## config.mk

```make
export PLATFORM = sky130hd
export DESIGN_NAME = blackparrot_fpga_host_axil_master
export DESIGN_NICKNAME = d
export VERILOG_FILES = /design/src/rtl/blackparrot_fpga_host_axil_master.sv
export SDC_FILE = /design/constraint.sdc
export NUM_CORES = 1
export LEC_CHECK = 0
export CELL_PAD_IN_SITES_DETAIL_PLACEMENT = 1
export CELL_PAD_IN_SITES_GLOBAL_PLACEMENT = 1
export CORE_MARGIN = 3
export CORE_UTILIZATION = 35
export DETAILED_ROUTE_END_ITERATION = 7
export DONT_BUFFER_PORTS = 1
export PLACE_DENSITY_LB_ADDON = 0.1
export SYNTH_ARGS = -nofsm -noshare
export SYNTH_HDL_FRONTEND = slang
export SYNTH_SLANG_ARGS = --single-unit
```

## constraint.sdc

```tcl
create_clock -name m_axil_aclk -period 2.1 [get_ports m_axil_aclk]
set_input_delay 0.63 -clock m_axil_aclk [delete_from_list [all_inputs] [get_ports m_axil_aclk]]
set_output_delay 0.63 -clock m_axil_aclk [all_outputs]
set_load 0.005 [all_outputs]
```

## src/rtl/blackparrot_fpga_host_axil_master.sv

```systemverilog
// Host-side AXI4-Lite initiator: turns one CSR read/write command into one AXI-Lite
// transaction and returns the response on a valid/yumi port. Only one transaction is in flight.
// Optional response timeout is enabled with `define BP_FPGA_HOST_AXIL_TIMEOUT_EN.
module blackparrot_fpga_host_axil_master #(
  parameter int unsigned M_AXIL_ADDR_WIDTH = 64,
  parameter int unsigned M_AXIL_DATA_WIDTH = 32,
  parameter int unsigned TIMEOUT_CYCLES    = 1024
) (
  input  logic                           m_axil_aclk,
  input  logic                           m_axil_aresetn,
  input  logic                           cmd_v_i,
  output logic                           cmd_ready_and_o,
  input  logic                           cmd_w_i,
  input  logic [M_AXIL_ADDR_WIDTH-1:0]   cmd_addr_i,
  input  logic [M_AXIL_DATA_WIDTH-1:0]   cmd_data_i,
  input  logic [M_AXIL_DATA_WIDTH/8-1:0] cmd_wstrb_i,
  output logic                           resp_v_o,
  input  logic                           resp_yumi_i,
  output logic                           resp_w_o,
  output logic [M_AXIL_DATA_WIDTH-1:0]   resp_data_o,
  output logic [1:0]                     resp_err_o,
  output logic                           resp_timeout_o,
  output logic [M_AXIL_ADDR_WIDTH-1:0]   m_axil_awaddr,
  output logic                           m_axil_awvalid,
  output logic [2:0]                     m_axil_awprot,
  input  logic                           m_axil_awready,
  output logic [M_AXIL_DATA_WIDTH-1:0]   m_axil_wdata,
  output logic                           m_axil_wvalid,
  output logic [M_AXIL_DATA_WIDTH/8-1:0] m_axil_wstrb,
  input  logic                           m_axil_wready,
  input  logic                           m_axil_bvalid,
  input  logic [1:0]                     m_axil_bresp,
  output logic                           m_axil_bready,
  output logic [M_AXIL_ADDR_WIDTH-1:0]   m_axil_araddr,
  output logic                           m_axil_arvalid,
  output logic [2:0]                     m_axil_arprot,
  input  logic                           m_axil_arready,
  input  logic [M_AXIL_DATA_WIDTH-1:0]   m_axil_rdata,
  input  logic                           m_axil_rvalid,
  input  logic [1:0]                     m_axil_rresp,
  output logic                           m_axil_rready
);

  localparam int unsigned StrbWidth = M_AXIL_DATA_WIDTH / 8;

  typedef enum logic [2:0] {StIdle, StWrite, StReadAr, StReadR, StResp, StDrain} state_e;

  state_e                         state_q;
  logic                           cmd_ready_q;
  logic                           awvalid_q, wvalid_q, bready_q, arvalid_q, rready_q;
  logic [M_AXIL_ADDR_WIDTH-1:0]   awaddr_q, araddr_q;
  logic [M_AXIL_DATA_WIDTH-1:0]   wdata_q;
  logic [StrbWidth-1:0]           wstrb_q;
  logic                           resp_v_q, resp_w_q;
  logic [M_AXIL_DATA_WIDTH-1:0]   resp_data_q;
  logic [1:0]                     resp_err_q;
  logic                           resp_timeout_q;
  logic                           timeout_take;

  logic aw_hs, w_hs, b_hs, ar_hs, r_hs;
  logic aw_pend, w_pend, ar_pend;

  // Handshakes this cycle, and whether a channel is still waiting after this edge
  assign aw_hs   = awvalid_q & m_axil_awready;
  assign w_hs    = wvalid_q & m_axil_wready;
  assign b_hs    = bready_q & m_axil_bvalid;
  assign ar_hs   = arvalid_q & m_axil_arready;
  assign r_hs    = rready_q & m_axil_rvalid;
  assign aw_pend = awvalid_q & ~m_axil_awready;
  assign w_pend  = wvalid_q & ~m_axil_wready;
  assign ar_pend = arvalid_q & ~m_axil_arready;

`ifdef BP_FPGA_HOST_AXIL_TIMEOUT_EN
  localparam int unsigned CntWidth = (TIMEOUT_CYCLES > 2) ? $clog2(TIMEOUT_CYCLES) : 1;
  logic [CntWidth-1:0] cnt_q;
  logic                waiting;

  assign waiting      = (state_q == StWrite) | (state_q == StReadAr) | (state_q == StReadR);
  // A response handshake in the expiring cycle wins over the timeout
  assign timeout_take = (cnt_q == CntWidth'(TIMEOUT_CYCLES - 1)) &
                        (((state_q == StWrite) & ~b_hs) | (state_q == StReadAr) |
                         ((state_q == StReadR) & ~r_hs));

  // Wait counter and timeout flag for the response currently presented
  always_ff @(posedge m_axil_aclk or negedge m_axil_aresetn) begin
    if (!m_axil_aresetn) begin
      cnt_q          <= '0;
      resp_timeout_q <= 1'b0;
    end else begin
      if (state_q == StIdle) cnt_q <= '0;
      else if (waiting)      cnt_q <= cnt_q + CntWidth'(1);
      if (timeout_take)                              resp_timeout_q <= 1'b1;
      else if ((state_q == StResp) && resp_yumi_i) resp_timeout_q <= 1'b0;
    end
  end
`else
  assign timeout_take   = 1'b0;
  assign resp_timeout_q = 1'b0;
`endif

  // Main FSM with all outputs registered
  always_ff @(posedge m_axil_aclk or negedge m_axil_aresetn) begin
    if (!m_axil_aresetn) begin
      state_q     <= StIdle;
      cmd_ready_q <= 1'b0;
      awvalid_q   <= 1'b0;
      wvalid_q    <= 1'b0;
      bready_q    <= 1'b0;
      arvalid_q   <= 1'b0;
      rready_q    <= 1'b0;
      awaddr_q    <= '0;
      araddr_q    <= '0;
      wdata_q     <= '0;
      wstrb_q     <= '0;
      resp_v_q    <= 1'b0;
      resp_w_q    <= 1'b0;
      resp_data_q <= '0;
      resp_err_q  <= 2'b00;
    end else begin
      if (aw_hs) awvalid_q <= 1'b0;
      if (w_hs)  wvalid_q  <= 1'b0;
      if (ar_hs) arvalid_q <= 1'b0;
      unique case (state_q)
        StIdle: begin
          cmd_ready_q <= 1'b1;
          if (cmd_v_i && cmd_ready_q) begin
            cmd_ready_q <= 1'b0;
            if (cmd_w_i) begin
              awaddr_q  <= cmd_addr_i;
              wdata_q   <= cmd_data_i;
              wstrb_q   <= cmd_wstrb_i;
              awvalid_q <= 1'b1;
              wvalid_q  <= 1'b1;
              state_q   <= StWrite;
            end else begin
              araddr_q  <= cmd_addr_i;
              arvalid_q <= 1'b1;
              state_q   <= StReadAr;
            end
          end
        end
        StWrite: begin
          if (b_hs) begin
            bready_q    <= 1'b0;
            resp_v_q    <= 1'b1;
            resp_w_q    <= 1'b1;
            resp_data_q <= '0;
            resp_err_q  <= m_axil_bresp;
            state_q     <= StResp;
          end else if (timeout_take) begin
            bready_q    <= 1'b0;
            resp_v_q    <= 1'b1;
            resp_w_q    <= 1'b1;
            resp_data_q <= '0;
            resp_err_q  <= 2'b10;
            state_q     <= StResp;
          end else if (!aw_pend && !w_pend) begin
            bready_q <= 1'b1;
          end
        end
        StReadAr: begin
          if (timeout_take) begin
            resp_v_q    <= 1'b1;
            resp_w_q    <= 1'b0;
            resp_data_q <= '0;
            resp_err_q  <= 2'b10;
            state_q     <= StResp;
          end else if (ar_hs) begin
            rready_q <= 1'b1;
            state_q  <= StReadR;
          end
        end
        StReadR: begin
          if (r_hs || timeout_take) begin
            rready_q    <= 1'b0;
            resp_v_q    <= 1'b1;
            resp_w_q    <= 1'b0;
            resp_data_q <= r_hs ? m_axil_rdata : '0;
            resp_err_q  <= r_hs ? m_axil_rresp : 2'b10;
            state_q     <= StResp;
          end
        end
        StResp: begin
          if (resp_yumi_i) begin
            resp_v_q <= 1'b0;
            if (resp_timeout_q) begin
              state_q <= StDrain;
            end else begin
              cmd_ready_q <= 1'b1;
              state_q     <= StIdle;
            end
          end
        end
        StDrain: begin
          // Finish the abandoned transaction and discard its late response
          if (resp_w_q) begin
            if (!aw_pend && !w_pend) bready_q <= 1'b1;
            if (b_hs) begin
              bready_q    <= 1'b0;
              cmd_ready_q <= 1'b1;
              state_q     <= StIdle;
            end
          end else begin
            if (!ar_pend) rready_q <= 1'b1;
            if (r_hs) begin
              rready_q    <= 1'b0;
              cmd_ready_q <= 1'b1;
              state_q     <= StIdle;
            end
          end
        end
        default: state_q <= StIdle;
      endcase
    end
  end

  assign cmd_ready_and_o = cmd_ready_q;
  assign resp_v_o        = resp_v_q;
  assign resp_w_o        = resp_w_q;
  assign resp_data_o     = resp_data_q;
  assign resp_err_o      = resp_err_q;
  assign resp_timeout_o  = resp_timeout_q;
  assign m_axil_awaddr   = awaddr_q;
  assign m_axil_awvalid  = awvalid_q;
  assign m_axil_awprot   = 3'b000;
  assign m_axil_wdata    = wdata_q;
  assign m_axil_wvalid   = wvalid_q;
  assign m_axil_wstrb    = wstrb_q;
  assign m_axil_bready   = bready_q;
  assign m_axil_araddr   = araddr_q;
  assign m_axil_arvalid  = arvalid_q;
  assign m_axil_arprot   = 3'b000;
  assign m_axil_rready   = rready_q;

endmodule

```

Yosys cells after proc, flatten, opt, wreduce, memory -nomap -nowiden
Index checks and enable logic that the tools add are counted.
{"block": "totals", "memories": 0, "input_bits": 146, "out_inout_bits": 213, "ramBits": 0, "mem_bits_ro": 0, "latch_bits": 0, "regBits": 209}
{"block": "classes", "n_div": 0, "n_lt_le_gt_ge": 0, "reduce_logical": 18, "muxes": 47, "bitwise_logic": 12, "eq_ne": 15, "shift": 0, "mul": 0, "addsub": 0}
{"cell": "$mux W32", "count": 2}
{"cell": "$pmux W32 S2", "count": 1}
{"cell": "$mux W1", "count": 26}
{"cell": "$mux W3", "count": 8}
{"cell": "$pmux W3 S6", "count": 1}
{"cell": "$ne A2 B2 Y1 const B", "count": 7}
{"cell": "$ne A3 B3 Y1 const B", "count": 3}
{"cell": "$pmux W1 S3", "count": 3}
{"cell": "$reduce_and A3 Y1", "count": 3}
{"cell": "$reduce_bool A3 Y1", "count": 3}
{"cell": "$and A1 B1 Y1", "count": 8}
{"cell": "$reduce_and A4 Y1", "count": 2}
{"cell": "$reduce_and A7 Y1", "count": 1}
{"cell": "$eq A3 B2 Y1 const B", "count": 2}
{"cell": "$eq A3 B3 Y1 const B", "count": 2}
{"cell": "$mux W2", "count": 3}
{"cell": "$reduce_and A5 Y1", "count": 1}
{"cell": "$not A1 Y1", "count": 4}
{"cell": "$pmux W1 S2", "count": 2}
{"cell": "$pmux W2 S2", "count": 1}
{"cell": "$reduce_bool A2 Y1", "count": 2}
{"cell": "$eq A3 B1 Y1 const B", "count": 1}
{"cell": "$logic_not A3 Y1", "count": 1}
{"cell": "$logic_and A1 B1 Y1", "count": 2}
{"cell": "2 further kinds", "count": 3}

Longest topological paths before layout
{"block": "logic_depth", "depth_word": 8, "ltp_mapped": 7, "mapped_depth_nobuf": 4}

Worst setup path after synthesis
OpenSTA, ideal clock, no wires.
{"block": "synth_timing", "path_kind": "input to register", "startpoint": "input cmd_v_i", "endpoint": "register awaddr_q[30] (netlist: m_axil_awaddr[30])", "setup_slack_ns": 0.322, "arrival_time_ns": 1.650, "cell_stages": 5, "path_buffers": 2, "setup_ns": 0.127, "cell_sequence": "nand3_1 > nor3b_2 > buf_4 > buf_6 > mux2_1"}
{"block": "synth_between", "elab_chain_len": 2}
{"element": "start: declaration", "line": "11", "text": "input logic cmd_v_i,"}
{"element": "$logic_and A1 B1 Y1", "line": "126", "text": "if (cmd_v_i && cmd_ready_q) begin"}
{"element": "$reduce_and A3 Y1 (no source line)"}
{"element": "end signal: assignment", "line": "129", "text": "awaddr_q <= cmd_addr_i;"}
{"element": "end: declaration", "line": "51", "text": "logic [M_AXIL_ADDR_WIDTH-1:0] awaddr_q, araddr_q;"}
Every way passes these cells.
A chain may end at the register's enable or synchronous reset.

Worst setup path after layout
{"block": "layout_timing", "startpoint": "register state_q[1]", "endpoint": "register awaddr_q[24] (netlist: m_axil_awaddr[24])"}
{"block": "layout_between", "elab_chain_len": 2}
{"element": "start: declaration", "line": "48", "text": "state_e state_q;"}
{"element": "start signal: assignment", "line": "104", "text": "state_q <= StIdle;"}
{"element": "start signal: assignment", "line": "134", "text": "state_q <= StWrite;"}
{"element": "start signal: assignment", "line": "138", "text": "state_q <= StReadAr;"}
{"element": "$logic_not A3 Y1", "line": "123", "text": "unique case (state_q)"}
{"element": "$reduce_and A3 Y1 (no source line)"}
Every way passes these cells.

==> impl_metrics.yaml <==
global_routing:
  grt_pass1_wl_um: 29100
  met2_usage_pct: 26.7
  overflow: 0
  track_usage_pct: 15.1
  grt_util_met3_pct: 7.05
  grt_pass1_vias: 4802
  grt_start_max_net_pins: 210
  use_met1_pct: 15.7
  antenna_found_initial: 1
  top_usage_layer: "met2"
synthesis:
  synth_warnings: 0
  synth.avg_cell_area_um2: 16.0
  ys.flop_type: "dfrtp_1"
  synth_commonest_cells: "209 x dfrtp_1, 97 x mux2_2, 67 x mux2_1"
  netlist_area_um2: 7940
  post-synth-top-area-cell: "dfrtp_1"
  ys_ff_latch: 209
  synth_most_common_cell: "dfrtp_1"
  synth_edf_count: 0
  synth_top_area_share_pct: 65.8
  synth.distinct_cells: 32
  synthCells: 498
  ys_seq_area_share_pct: 65.8
  async_flop_share_pct: 100
  synth_area_leaders: "dfrtp_1 66%, mux2_2 14%, mux2_1 9.5%"
routing:
  drc_errors: 0
  ant_nets: 0
  drt_pass1_iterations: 4
  detail_route.wl_per_cell_um: 24.4
  viasPerCell: 5.29
  wirelength_um: 19800
  vias: 4294
  drt-initial-drc-count: 170
power_and_ir_drop:
  p_switching_uw: 4270
  combPwrFrac_pct: 17.9
  pwr-share-clk_pct: 29.1
  p_seq_share_pct: 53.0
  p_leak_uw: 0.00402
  intPower_uw: 10000
  netSwitchingFraction_pct: 29.8
  power_uw: 14300
  vdd_drop_max_v: 0.000649
  p_per_area_nw_per_um2: 1570
sta:
  fmax_ghz: 0.514
  period_share_pct: 92.7
  setup_ws_ns: 0.153
  period_minus_slack_ns: 1.95
  finalSetupViolCount: 0
  hold_violations: 209
  fin_worst_skew_ns: 0.0232
  setup-tns-final_ns: 0
  hold_slack_ns: -0.175
  drv_slew: 0
critical_path:
  critPathMaxFanout: 17
  rrSetupSlack_ns: 0.15
  cp-start-kind: "register"
  required_ns: 2.50
  cp.arrival_ns: 2.35
  ff2ff_path_depth: 7
  r2r_start: "state_q[1]$_DFFE_PN0P_"
  worst_r2r_endpoint: "m_axil_awaddr[24]$_DFFE_PN0P_"
  crit_type: "reg2reg"
  setup.worst_path.end_class: "register"
die:
  core_area_um2: 22100
  initial_core_util_pct: 36.0
  rows: 54
  die_y_um: 157
  fp.dieW_um: 157
  io_pins: 359
  die-area_um2: 24500
placed_design:
  portBuffers: 0
  placed_cell_area_um2: 8270
  dp_hpwl_um: 13700
  dp_slack_ns: 0.0946
  gp_congestion: 0.720
layout:
  multi_input_area_um2: 2500
  syn_to_final_growth_pct: 14.9
  register_area_um2: 5230
  fin_area_um2: 9130
  nFillCells: 2177
  finalNetCount: 659
  drive_gt1_share_pct: 29.4
clock_network:
  clk_pin_slew_worst_paths_ns: 0.06
  numCtsBuffers: 24
  cts_tree: "built"
  insertion_delay_ns: 0.52
  clockBufferDepth: 3
  cts_max_level: 1
  cts.sink_count: 209
  cts_root_buf: "clkbuf_16"
run_status:
  status: "finished, violations left"
  violations: "negative hold slack"
min_path:
  hp-class: "in2async"
run:
  maxCapViolCount: 0
power by group through the flow:
stage / logic, µW / clock network (µW) / registers (µW)
2_1_floorplan: 2150 / 0 / 6970
3_3_place_gp: 2420 / 0 / 7670
3_5_place_dp: 2600 / 0 / 7680
4_1_cts: 2600 / 4320 / 7650
5_1_grt: 2860 / 4520 / 7840
6_report: 2560 / 4170 / 7580
per-layer routing:
layer,vias up,part of all wire [%]
met5,-,0
met1,2240,33
met2,215,52
li1,1797,-
met4,0,3.5
met3,42,12
cells by family (layout without fill, tap and decap cells):
logic type      after synthesis  count (layout)  share of synthesized area (%)
mux                         166             166                           23.5
simple gates                 35              35                           2.38
flops                       209             209                           65.8
compound gates               49              49                           4.96
buf+inv                      38              65                           3.28
other cells                   1               8                         0.0472
flip-flops by register name, summed over array words and instances (netlist names):
register	cells
m_axil_araddr	64
m_axil_awaddr	64
m_axil_wdata	32
resp_data_o	32
m_axil_wstrb	4
state_q	3
resp_err_o	2
cmd_ready_and_o	1
m_axil_arvalid	1
m_axil_awvalid	1
m_axil_bready	1
m_axil_rready	1
m_axil_wvalid	1
resp_v_o	1
resp_w_o	1
cell type report:
cell class / count / area share, %
flip-flops and latches: 209 / 57.3
multi-input cells: 257 / 27.4
clock buffers: 36 / 7.73
well taps: 280 / 3.84
repair buffers: 17 / 2.36
clock inverters: 8 / 1.14
inverters: 4 / 0.165
diodes: 1 / 0.0274
how the worst max path moves through the flow:
stage | startpoint | to
after floorplan | cmd_v_i | m_axil_awaddr[30]$_DFFE_PN0P_
after global placement | cmd_v_i | m_axil_araddr[35]$_DFFE_PN0P_
after detailed placement | cmd_v_i | m_axil_wdata[9]$_DFFE_PN0P_
after CTS | state_q[1]$_DFFE_PN0P_ | m_axil_wdata[21]$_DFFE_PN0P_
after global routing | state_q[1]$_DFFE_PN0P_ | m_axil_awaddr[20]$_DFFE_PN0P_
final | state_q[1]$_DFFE_PN0P_ | m_axil_awaddr[24]$_DFFE_PN0P_
placed cells by master, fill, tap and decap left out, types with 2 or more instances in the layout:
master	synthesis	final
clkinv_2	0	4
o21ai_0	3	3
mux2_1	67	67
clkbuf_16	0	25
nor2_1	7	6
nand2b_1	8	8
clkbuf_1	1	6
nor2b_1	2	2
dfrtp_1	209	209
a22o_1	32	32
buf_12	0	5
nand3_1	3	3
buf_4	13	10
a21oi_1	5	5
bufinv_16	0	2
mux2_2	97	97
clkbuf_8	0	6
nand3b_1	2	2
conb_1	1	7
nand2_1	8	8
inv_1	4	4
a31oi_1	2	2
mux2i_1	2	2
critical path, stage by stage, from the launching register on:
cell and delay, ns:
dfrtp_1 0.37, nor2_1 0.16, nand3_1 0.22, nor3b_4 0.24, buf_4 0.15, buf_4 0.16, buf_12 0.17, mux2_2 0.34
stage by stage:
step	std cells	util (%)
global route	812	41.3
global placement	764	37.4
CTS	808	41.1
floorplan	504	-
finish	812	41.3
detailed placement	764	37.4
timing repair:
item,CTS,global route
resized for setup,0,4
hold endpoints to repair,209,209
setup buffers,0,2
setup endpoints to repair,0,35
Note: power is estimated with default switching activity, not from simulation.
==> edit 1: new RTL, config.mk and constraints unchanged <==
Set the parameter `M_AXIL_DATA_WIDTH` to 48 (it was 32).
--- a/src/rtl/blackparrot_fpga_host_axil_master.sv
+++ b/src/rtl/blackparrot_fpga_host_axil_master.sv
@@ -3,7 +3,7 @@
 // Optional response timeout is enabled with `define BP_FPGA_HOST_AXIL_TIMEOUT_EN.
 module blackparrot_fpga_host_axil_master #(
   parameter int unsigned M_AXIL_ADDR_WIDTH = 64,
-  parameter int unsigned M_AXIL_DATA_WIDTH = 32,
+  parameter int unsigned M_AXIL_DATA_WIDTH = 48,
   parameter int unsigned TIMEOUT_CYCLES    = 1024
 ) (
   input  logic                           m_axil_aclk,
Interface: changed (6 resized); port bits go from 359 to 427. No check against the original RTL was run, so the function may have changed too.
==> edit 1 against the original RTL <==
  * The flow still finishes with violations (hold timing)
  * Sequential share of layout area grew 1.0 points
  * Critical path depth down 1
  * Routed wire length rose by 20%
  * Worst setup slack gained 0.021 ns
  * Sequential cell count up 34
  * Global-route usage increased by 0.72 points
  * Power grew 16%
  * Critical path type unchanged
  * Via count increased by 14%
  * Area after synthesis rose by 15%
  * Design area up 14%
  * Die area rose by 15%
==> edit 1: results (changes against the original RTL) <==
STA
  • Fmax: 519 MHz (+1.1%)
  • Max-slew violations: 0 (unchanged)
  • Clk_skew: 0.0130 ns (-0.0101 ns)
  • WHS: -0.190 ns (-0.0150 ns)
  • Final hold vios: 243 (+16%)

Placement
  • IO buf count: 0 (unchanged)
  • HPWL after DPL: 17,300 um (+26%)
  • Post-Place Worst Slack: 0.104 ns (+0.00924 ns)
  • Placed cell count: 884 (+16%)
  • RD Place Congestion: 0.803 (+12%)
  • Placed Instance Area: 0.00956 mm^2 (+16%)

Clock tree
  • Post-CTS Setup Repair Bufs: 0 (unchanged)
  • Total CTS buffers: 27 (+13%)
  • Clk pin slew, worst setup/hold paths: 0.06 ns (about the same)
  • H-Tree Depth: 1 (unchanged)
  • Clk buf depth: 3 (unchanged)
  • Worst-Skew Late Latency: 0.52 ns (about the same)
  • Root Driver: clkbuf_16

Routing
  • Detailed Routing Iterations Pass 1: 4 (unchanged)
  • Wire length per cell: 25.6 um (+5.1%)
  • Drt total wl: 23,800 um (+20%)
  • Drc violations: 0 (unchanged)
  • DR vias: 4,912 (+14%)
  • Number of DRC markers in iteration 0: 225 (+32%)

Yosys
  • Synth Area in Adders: 0% (unchanged)
  • Post-Syn Area per Cell: 16.1 um^2 (+0.69%)
  • Post-synth cell types: 32 (unchanged)
  • Xor-xnor portion of the synthesized cell area: 0% (unchanged)
  • Fraction of registers with async set/reset: 100% (unchanged)
  • Ranking of synthesized cells by area: dfrtp_1, mux2_2, mux2_1
  • Yosys warns: 0 (unchanged)
  • Mux share of post-synthesis cell area: 22.6% (-0.93 points)
  • Synth Flop Type: dfrtp_1
  • Synth Area in Compound Gates: 5.88% (+0.92 points)
  • Share of the yosys chip area belonging to registers: 66.3% (+0.47 points)
  • Post-synth top cells: dfrtp_1, mux2_2, mux2_1

Outcome
  • Failing checks: hold timing
  • Run status: finished, violations left

Min path
  • HP Class: in2async

Power
  • Max VDD drop: 0.657 mV (+1.1%)
  • Leakage: 4.60 nW (+14%)

Critical path
  • Worst EP arrival: 2.32 ns (-0.03 ns)
  • CP peak stage delay: 0.38 ns
  • Worst-path cell with the longest stage delay: dfrtp_1
  • CP delay by family, top: simple AND/OR/NAND/NOR gates
  • Worst Path Max Fanout: 32 (+15)
  • Reg2Reg Setup Slack: 0.17 ns (+0.02 ns)

Final layout
  • Nets: 763 (+16%)
  • Share of post-route cells with drive strength above 1: 25.5% (-3.9 points)
  • # diodes: 0 (-1)

GRT
  • GRT Total Usage: 15.8% (+0.72 points)
  • First-pass GRT wire length: 35,200 um (+21%)
  • Largest net degree at the start of global routing: 244 (+16%)
  • Initial antenna violation count: 0 (-1)
  • Number of global-route vias before repair: 5,561 (+16%)
[edit 1: cell families after synthesis]
family,after synthesis
multiplexers,184
other,1
AO/OA/AOI/OAI,65
AND/OR/NAND/NOR,36
flip-flops,243
buffers and inverters,42
[edit 1: timing repair]
item                                    CTS  global route
endpoints found under the setup margin    0             0
gates resized for setup                   0             0
endpoints found under the hold margin   243           243
[edit 1: final timing paths]
path	start	endpoint	cells after the start
min reg2reg	m_axil_wdata[23]	m_axil_wdata[23]	1
max reg2reg	state_q[1]	m_axil_wdata[6]	6
min	m_axil_aresetn	resp_data_o[32]	0
min in group m_axil_aclk	cmd_wstrb_i[1]	m_axil_wstrb[1]	1
max in group asynchronous	m_axil_aresetn	m_axil_araddr[39]	0
max	state_q[1]	m_axil_wdata[6]	6
[edit 1: layer usage]
layer	vias to the layer above	part of all wire [%]	track usage [%]
met5	-	0	0
met3	32	14	9.04
met1	2566	32	15.9
met4	0	1.6	3.20
li1	2049	-	-
met2	265	52	28.6
[edit 1: area by class of cell]
cell class / count / area (um^2)
Clock buffer: 37 / 733
Clock inverter: 9 / 131
Fill cell: 2500 / 15000
Inverter: 3 / 11.3
Multi-Input combinational cell: 292 / 2860
Sequential cell: 243 / 6080
Tap cell: 330 / 413
Timing Repair Buffer: 16 / 195
[edit 1: worst reg2reg max path: cells and delay by family (launching register included)]
kind | cells | cell delay, ns
flops | 1 | 0.38
buf+inv | 2 | 0.37
mux | 1 | 0.37
simple gates | 3 | 0.67
[edit 1: power by group]
| group | switching, mW | total (mW) | internal (mW) |
|---|---|---|---|
| clock | 1.79 | 4.59 | 2.80 |
| combinational | 1.18 | 3.03 | 1.85 |
| sequential | 2.03 | 8.91 | 6.88 |
| total | 4.99 | 16.5 | 11.5 |
==> edit 2: new RTL, same flow settings <==
Without the edit above. Put one more register stage on the output `resp_err_o`, without a reset. The value now appears one clock later. The other outputs are not delayed to match.
--- a/src/rtl/blackparrot_fpga_host_axil_master.sv
+++ b/src/rtl/blackparrot_fpga_host_axil_master.sv
@@ -218,7 +218,9 @@
   assign resp_v_o        = resp_v_q;
   assign resp_w_o        = resp_w_q;
   assign resp_data_o     = resp_data_q;
-  assign resp_err_o      = resp_err_q;
+  always_ff @(posedge m_axil_aclk) begin
+    resp_err_o <= resp_err_q;
+  end
   assign resp_timeout_o  = resp_timeout_q;
   assign m_axil_awaddr   = awaddr_q;
   assign m_axil_awvalid  = awvalid_q;
Function: changed (Yosys sat finds a counterexample within 10 cycles, from zero or initial values and one cycle with m_axil_aresetn low).
==> edit 2 against the original RTL <==
  * Design area decreased by 0.41%
  * Worst setup slack improved by 0.036 ns
  * Largest power group unchanged
  * Power decreased by 1.7%
  * Die area increased by 0.49%
  * The flow still finishes with violations (hold timing)
  * Area after synthesis increased by 0.50%
  * Routed wire length decreased by 1.1%
  * Sequential cell count increased by 2
  * Final cell count decreased by 0.25%
  * Core utilization decreased by 0.17 points
  * Synthesized cell count increased by 0.40%
  * Combinational power about the same
==> edit 2: results (changes against the original RTL) <==
Routing
  • Metal2 WL: 9890 um (-3.6%)
  • Number of DRC markers in iteration 0: 181 (+6.5%)
  • Wire length per cell: 24.2 um (-0.82%)
  • DR vias: 4,280 (-0.33%)
  • Met1 WL: 6360 um (-2.6%)

Critical path
  • Worst Path Max Fanout: 22 (+5)
  • CP peak stage delay: 0.40 ns (+0.03 ns)
  • Reg2Reg Setup Slack: 0.19 ns (+0.04 ns)

Placement
  • Post-Place Worst Slack: 0.0905 ns (-0.00412 ns)
  • HPWL after DPL: 14,000 um (+2.3%)
  • Placed Instance Area: 0.00835 mm^2 (+0.97%)

GRT
  • Grt met1 use: 15.1% (-0.66 points)
  • M3 GR Usage: 8.36% (+1.3 points)
  • GRT Total Usage: 14.9% (-0.25 points)
  • Number of global-route vias before repair: 4,676 (-2.6%)

STA
  • Clk_skew: 0.00965 ns (-0.0135 ns)
  • Final hold vios: 209 (unchanged)
  • Minimum clock period after layout: 1.91 ns (-0.0359 ns)
  • WHS: -0.187 ns (-0.0116 ns)

Yosys
  • Yosys top cell area share: 65.5% (-0.33 points)
  • Share of the yosys chip area belonging to registers: 66.0% (+0.17 points)
  • Ranking of synthesized cells by area: dfrtp_1, mux2_2, mux2_1
  • Post-synth cell types: 33 (+3.1%)

Final layout
  • # diodes: 0 (-1)
  • Layout fillers: 2,222 (+2.1%)
  • Final std cells w/o fill: 810 (-0.25%)
  • Synth-to-layout area growth: 13.8%

Outcome
  • Run status: finished, violations left
  • Failing checks: hold timing

Power
  • Max VDD drop: 0.621 mV (-4.3%)
  • Int Pwr: 9.81 mW (-2.3%)
[edit 2: cell count changes after synthesis]
cell,delta
dfxtp_1,+2
[edit 2: power groups by stage]
stage               clock, mW  sequential, mW  combinational [mW]
floorplan                   0            7.02                2.15
global placement            0            7.75                2.45
detailed placement          0            7.75                2.62
CTS                      4.03            7.71                2.62
global route             4.23            7.90                2.85
finish                   3.89            7.62                2.55
[edit 2: area by class of cell]
type / count / area (um^2) / area share (%)
multi-input combinational: 257 / 2500 / 27.5
inverter: 4 / 15.0 / 0.165
tap: 280 / 350 / 3.86
clock inverter: 12 / 93.8 / 1.03
timing repair buffer: 16 / 220 / 2.42
clock buffer: 30 / 642 / 7.06
sequential: 211 / 5270 / 58.0
[edit 2: cells by family (layout without fill, tap and decap cells)]
family                 Yosys count  count (layout)  share of synthesized area, %
DFF                            211             211                          66.0
other                            1               7                        0.0470
muxes                          166             166                          23.4
AOI/OAI and AO/OA               49              49                          4.94
buffers and inverters           38              62                          3.26
and+or+nand+nor                 35              35                          2.37
